File: src/rtl/serial_pkg.sv
// Types and constants shared by the serial transmitter and receiver.
package serial_pkg;

  typedef enum logic {
    IDLE  = 1'b0,
    SHIFT = 1'b1
  } state_e;

  localparam bit MSB_FIRST = 1'b0;
  localparam bit LSB_FIRST = 1'b1;

endpackage

File: src/rtl/bit_counter.sv
// Mod-N bit counter with enable, synchronous clear and terminal-count flag.
module bit_counter #(
  parameter int unsigned N = 4
) (
  input  logic                 clk,
  input  logic                 rst,
  input  logic                 en_i,
  input  logic                 clr_i,
  output logic [$clog2(N)-1:0] cnt_o,
  output logic                 tc_o
);

  localparam int unsigned CW = $clog2(N);

  logic [CW-1:0] cnt_q, cnt_d;

  assign tc_o  = (cnt_q == CW'(N - 1));
  assign cnt_o = cnt_q;

  // Clear wins over enable so a new frame always starts from bit 0.
  always_comb begin
    cnt_d = cnt_q;
    if (clr_i) begin
      cnt_d = '0;
    end else if (en_i) begin
      cnt_d = tc_o ? '0 : cnt_q + 1'b1;
    end
  end

  always_ff @(posedge clk or posedge rst) begin
    if (rst) begin
      cnt_q <= '0;
    end else begin
      cnt_q <= cnt_d;
    end
  end

endmodule

File: src/rtl/piso_tx.sv
// Parallel-in serial-out transmitter: valid/ready word in, one bit per enabled
// cycle out, back-to-back frames without an idle bit.
module piso_tx
  import serial_pkg::*;
#(
  parameter int unsigned WIDTH     = 4,
  parameter bit          LSB_FIRST = 1'b0
) (
  input  logic             clk,
  input  logic             rst,
  input  logic [WIDTH-1:0] pi,
  input  logic             pi_valid,
  output logic             pi_ready,
  input  logic             shift_en,
  output logic             sout,
  output logic             sout_valid,
  output logic             sout_last,
  output logic             busy
);

  localparam int unsigned CW = $clog2(WIDTH);

  state_e           state_q, state_d;
  logic [WIDTH-1:0] sr_q, sr_d;
  logic [CW-1:0]    cnt;
  logic             cnt_tc;
  logic             frame_end;
  logic             accept;

  assign frame_end = (state_q == SHIFT) && cnt_tc && shift_en;
  assign accept    = pi_valid && pi_ready;

  bit_counter #(.N(WIDTH)) u_bit_counter (
    .clk   (clk),
    .rst   (rst),
    .en_i  ((state_q == SHIFT) && shift_en),
    .clr_i (accept || frame_end),
    .cnt_o (cnt),
    .tc_o  (cnt_tc)
  );

  always_ff @(posedge clk or posedge rst) begin
    if (rst) begin
      state_q <= IDLE;
      sr_q    <= '0;
    end else begin
      state_q <= state_d;
      sr_q    <= sr_d;
    end
  end

  // The outgoing bit always sits at the sr_q edge that sout taps, so sout is a
  // flop output; clearing sr_q on the way to IDLE keeps the idle line at 0.
  always_comb begin
    state_d = state_q;
    sr_d    = sr_q;
    case (state_q)
      IDLE: begin
        if (accept) begin
          state_d = SHIFT;
          sr_d    = pi;
        end
      end
      SHIFT: begin
        if (shift_en) begin
          if (cnt_tc) begin
            if (pi_valid) begin
              sr_d = pi;
            end else begin
              state_d = IDLE;
              sr_d    = '0;
            end
          end else if (LSB_FIRST != MSB_FIRST) begin
            sr_d = sr_q >> 1;
          end else begin
            sr_d = sr_q << 1;
          end
        end
      end
      default: begin
        state_d = IDLE;
        sr_d    = '0;
      end
    endcase
  end

  always_comb begin
    pi_ready   = (state_q == IDLE) || frame_end;
    sout_valid = (state_q == SHIFT);
    busy       = (state_q == SHIFT);
    sout_last  = (state_q == SHIFT) && (cnt == CW'(WIDTH - 1));
    sout       = (LSB_FIRST != MSB_FIRST) ? sr_q[0] : sr_q[WIDTH-1];
  end

endmodule
File: config.mk
export PLATFORM = sky130hd
export DESIGN_NAME = piso_tx
export DESIGN_NICKNAME = d
export VERILOG_FILES = /design/src/rtl/serial_pkg.sv /design/src/rtl/bit_counter.sv /design/src/rtl/piso_tx.sv
export SDC_FILE = /design/constraint.sdc
export NUM_CORES = 1
export LEC_CHECK = 0
export ABC_AREA = 1
export CORE_AREA = 5 5 42 44
export CTS_CLUSTER_DIAMETER = 150
export DETAILED_ROUTE_END_ITERATION = 7
export DIE_AREA = 0 0 47 49
export HOLD_SLACK_MARGIN = 0.15
export PLACE_DENSITY_LB_ADDON = 0.05
export SLEW_MARGIN = 20
export SYNTH_ARGS = -nofsm -noshare
export SYNTH_HDL_FRONTEND = slang
export SYNTH_SLANG_ARGS = --single-unit
File: constraint.sdc
create_clock -name clk -period 1.3 [get_ports clk]
set_input_delay 0.13 -clock clk [delete_from_list [all_inputs] [get_ports clk]]
set_output_delay 0.13 -clock clk [all_outputs]
set_load 0.03 [all_outputs]
* Yosys cells after proc, flatten, opt, wreduce, memory -nomap -nowiden
Index checks and enable logic that the tools add are counted.
** Operators by class
- Equal/unequal tests :: 3
- Bitwise operators :: 1
- Reduce and logical (&&, ||, !) cells :: 8
- Mux-type cells :: 13
- $add $sub $neg :: 1
** Operators with widths (count)
- 2-to-1 mux 4 bit :: 4
- case mux 4 bit (2 select lines) :: 1
- 2-to-1 mux 2 bit :: 3
- logical AND 1 bit :: 4
- 2-to-1 mux 1 bit :: 4
- != test 2 bit (second input constant) :: 2
- adder 2 x 1 -> 2 bit (second input constant) :: 1
- == test 2 bit (second input constant) :: 1
- logical OR 1 bit :: 2
- case mux 1 bit (2 select lines) :: 1
- AND reduction 2 bit :: 1
- nonzero test 2 bit :: 1
- inverter 1 bit :: 1
** Storage, ports and cells
- Logic and storage cells :: 29
- Output and inout bits :: 5
- Flip-flop bits (word level) :: 7

* Depth between registers and ports, before layout
- Depth in word-level cells :: 7
- Mapped depth :: 7
- Gate-level depth less buffers :: 7

* By module
A second synthesis with hierarchy kept.
** Unflattened totals
- Cells, all modules :: 58
- Area total of the unflattened synthesis :: 402.9 µm²
** Modules (own cells, without submodules)
- piso_tx :: cells an instance 45, area an instance 299.0 µm², instances 1
- bit_counter :: cells an instance 13, area an instance 103.8 µm², instances 1

* Worst setup path before layout
Ideal clock, no wire load.
- Path type :: flip-flop to flip-flop
- From :: register state_q (netlist: busy)
- To :: register state_q (netlist: busy)
- Arrival :: 1115 ps
- Path slack :: 52 ps
- Library setup time :: 133 ps
- Stages on the path, launching flop included :: 6
- Data required time :: 1167 ps
- Path buffers :: 1
- Cells stage by stage :: dfrtp_1 > buf_6 > nand2_1 > nand2_2 > inv_1 > nand2_1
** Between the ends
- Word-level cells in the longest chain between the ends :: 6
** Ends and longest elaborated chain
- start, declared :: RTL line piso_tx.sv:23 : state_e state_q, state_d;
- start signal, assigned :: RTL line piso_tx.sv:47 : state_q <= state_d;
- logical AND 1 bit (2 in a row) :: RTL line piso_tx.sv:30 : assign frame_end = (state_q == SHIFT) && cnt_tc && shift_en;
- logical OR 1 bit (*) :: RTL line piso_tx.sv:88 : pi_ready = (state_q == IDLE) || frame_end;
- named net pi_ready :: RTL line piso_tx.sv:13 : output logic pi_ready,
- logical AND 1 bit (*) :: RTL line piso_tx.sv:31 : assign accept = pi_valid && pi_ready;
- 2-to-1 mux 1 bit (*) :: RTL line piso_tx.sv:59 : if (accept) begin
- case mux 1 bit (2 select lines) (*) :: RTL line piso_tx.sv:57 : case (state_q)
- named net state_d :: RTL line piso_tx.sv:23
The timed path passes the listed nets; every way through them passes the cells marked *.
A chain may end at the register's enable or synchronous reset.

* Final worst setup path
- From :: register u_bit_counter.cnt_q[0] (netlist: u_bit_counter.cnt_o[0])
- To :: output port pi_ready
** Between the ends
- Word-level cells in the longest chain between the ends :: 4
** Ends and longest elaborated chain
- start, declared :: RTL line bit_counter.sv:15 : logic [CW-1:0] cnt_q, cnt_d;
- start signal, assigned :: RTL line bit_counter.sv:34 : cnt_q <= cnt_d;
- == test 2 bit :: RTL line bit_counter.sv:17 : assign tc_o = (cnt_q == CW'(N - 1));
- logical AND 1 bit (2 in a row) :: RTL line piso_tx.sv:30
- logical OR 1 bit :: RTL line piso_tx.sv:88
- end, declared :: RTL line piso_tx.sv:13
Every way passes these cells.

==> results.md <==
- Outcome: finished, violations left
- Port-buffer cells: 12
- Clk_skew: about 0.0018 ns
- Area delta synth->final: 52.92%
- Initial Utilization: 0.2902
- Fmax: between 700 and 800 MHz
- Critical path type: flop to primary output
- Register area: approximately 180 sq um
- Synth cell types: 16
- DR WL/cell: roughly 8.7 um
- Reg clk slew, reported paths: ~0.05 ns
- First-pass GRT wire length: ~1.3 mm
- Htree depth: 1
- Fill cells: roughly 160
- Synth warnings: 0
- Drt via density: just over 4
- Gr ovfl total: 0
- Critical hold path startpoint: pi[1]
- Final setup fails: 2
- Min Hold Slack: between 0.4 and 0.5 ns
- Seq/Total Area, Yosys: 0.4308
- CTS tree: yes
- Row count: 14
- MaxCap Viol Count: 0
- Area leader, netlist: dfrtp_1
- Kind of cell adding the most delay to the critical path: flip-flops
- Max Slew Vio Count: 0
- Critical Path AT: about 1.2 ns
- CP Launch Type: flop
- Vias: around 380
- Most common cell after layout, fill and taps aside: nand2_1
- Layout cells sized above 1: 0.3289
- DRC: 0
- I/O Pins: 13
- Worst slack, placed: about 0.085 ns
- Power Dens Cells: roughly 1800 nW/um^2
- Mapped Cells: 55
- Post-synthesis sequential element count: 7
- Unrepaired setup endpoints after global routing: yes
- Post-Layout Cell Count: slightly above 90
- Pin count of the biggest net entering global routing: 11
- Core footprint: roughly 1400 sq um
- CTS buffer count: 3
- Final worst-path cycle share: 1.020
- WP buf/inv: 3
- Net Count, Synth: 64
- Area of the multi-input gates: about 190 sq um
- Bufs on Longest Clock Path: 2
- Post-synth top area share: 0.4308
- Die X: between 40 and 50 um
- Clock latency on the worst-skew pair: 0.25 ns
- CP Max Fanout: 3
- Final instance area: 621.8 sq um
- CP Launch Point: u_bit_counter.cnt_o[0]
- Routability Congestion: roughly 0.71
- Static Leak: ~0.00034 uW
- CP Capture Type: primary output
- Die area: between 2000 and 2500 sq um
- Worst R2R Start: u_bit_counter.cnt_o[0]
- Max_slew headroom: 0.8024
- Root Buffer: clkbuf_4
- GRT Overall Usage: 0.07932
- Worst IR drop on VDD: just under 900 uV
- Worst path max stage delay: around 0.39 ns
- Placed cell count: 82
- Met3 Wirelength: just over 80 um
- Drt pass-1 iters: 4
- Die height: between 40 and 50 um
- Slowest CP cell: dfrtp_1
- Clock Sinks: 7
- Data required time of the worst path: 1.17 ns
- Fin worst setup slack: -0.02608 ns
- Layout net count: between 80 and 90
- Met1 Wirelength: around 360 um
- Vias in the first global route: about 320
- Ant. Diodes: 0
- WL final: about 800 um
- Most frequent cells in the layout: 14 x nand2_1, 8 x nor2_1, 8 x buf_4
- Initial antenna violation count: 0
- Final Hold Vio Count: 0
- Metal2 WL: between 300 and 400 um
- Top Layer Used: met3
- Post-layout min period: approximately 1.3 ns
- Remaining antenna violation count after routing: 0
- Avg Cell Area, Syn: approximately 7.4 sq um
- Post-Syn Area: around 400 sq um
- HPWL after DPL: around 640 um
- Worst Max-Slew Pin Slew: approximately 0.3 ns
- First DRT Iteration DRCs: 3
- Largest cells by area after synthesis: dfrtp_1 43%, nand2_1 14%, inv_1 7.4%
- Crit-path cells: ha_2 > inv_2 > nand2_4 > nand2_4 > inv_2 > buf_6
- Dpl cell area: around 530 sq um
- Violated checks: setup timing
- HP Class: primary input to flop
state kept, by name, indices dropped and copies added, names as in the netlist:
signal / flops
sr_q: 4
u_bit_counter.cnt_o: 2
busy: 1
synthesized netlist by cell type (all sizes together):
cell and instances:
nor2 9, a21oi 1, dfrtp 7, nand3 4
buf 2, nand2 19, ha 1, inv 10
o31ai 1, o21ai 1
layer usage:
metal  up-vias  track usage
met1       159       0.1029
met4         0      0.04147
li1        205            -
met5         -            0
met3         0      0.03321
met2        12       0.1086
worst min-delay path: stages:
cell	delay, ns
clkdlybuf4s50_1	0.39
nand2_1	0.06
nand2_1	0.04
final timing paths:
check / endpoint / slack (ns) / depth (start not counted)
worst max-delay path: pi_ready / -0.03 / 6
worst min-delay path: sr_q[1] / 0.42 / 3
worst max register to register: sr_q[3] / 0.08 / 8
worst min register to register: sr_q[0] / 0.47 / 2
max in group asynchronous: busy / 0.41 / 3
min in group asynchronous: sr_q[1] / 0.66 / 3
cell families after synthesis:
logic type,after synthesis,share of synthesized area
AOI/OAI and AO/OA,3,0.04306
adders and majority gates,1,0.03076
and+or+nand+nor,32,0.3508
buffers and inverters,12,0.1446
DFF,7,0.4308
power by group:
part	internal (uW)	switching, uW	leakage [uW]	total (uW)
Clock	117	73.0	0.0000150	190
Sequential	299	55.0	0.0000822	354
Combinational	286	299	0.000241	585
Total	701	427	0.000338	1130
layout make-up:
type | instances | area share
multi-input combinational | 36 | 0.3018
tap | 16 | 0.03219
timing repair buffer | 19 | 0.2757
clock buffer | 4 | 0.04225
inverter | 10 | 0.06439
sequential | 7 | 0.2837
stage by stage:
step	total power, uW	setup TNS, ns	utilization
after floorplan	667.7	0	-
after CTS	1074	-0.04339	0.4205
after detailed placement	819.1	0	0.3750
final	1128	-0.03580	0.4438
after global placement	824.1	0	0.3750
after global routing	1228	-0.1299	0.4438
what timing repair did:
| action | in CTS | in global routing |
|---|---|---|
| hold endpoints to repair | 7 | 0 |
| gates cloned | 0 | 0 |
| gates resized for setup | 8 | 2 |
| pin swaps | 2 | 2 |
| endpoints found under the setup margin | 2 | 2 |
| buffers inserted | 2 | 3 |
| hold buffers | 1 | 0 |
Power figures use the tool's default switching activity.
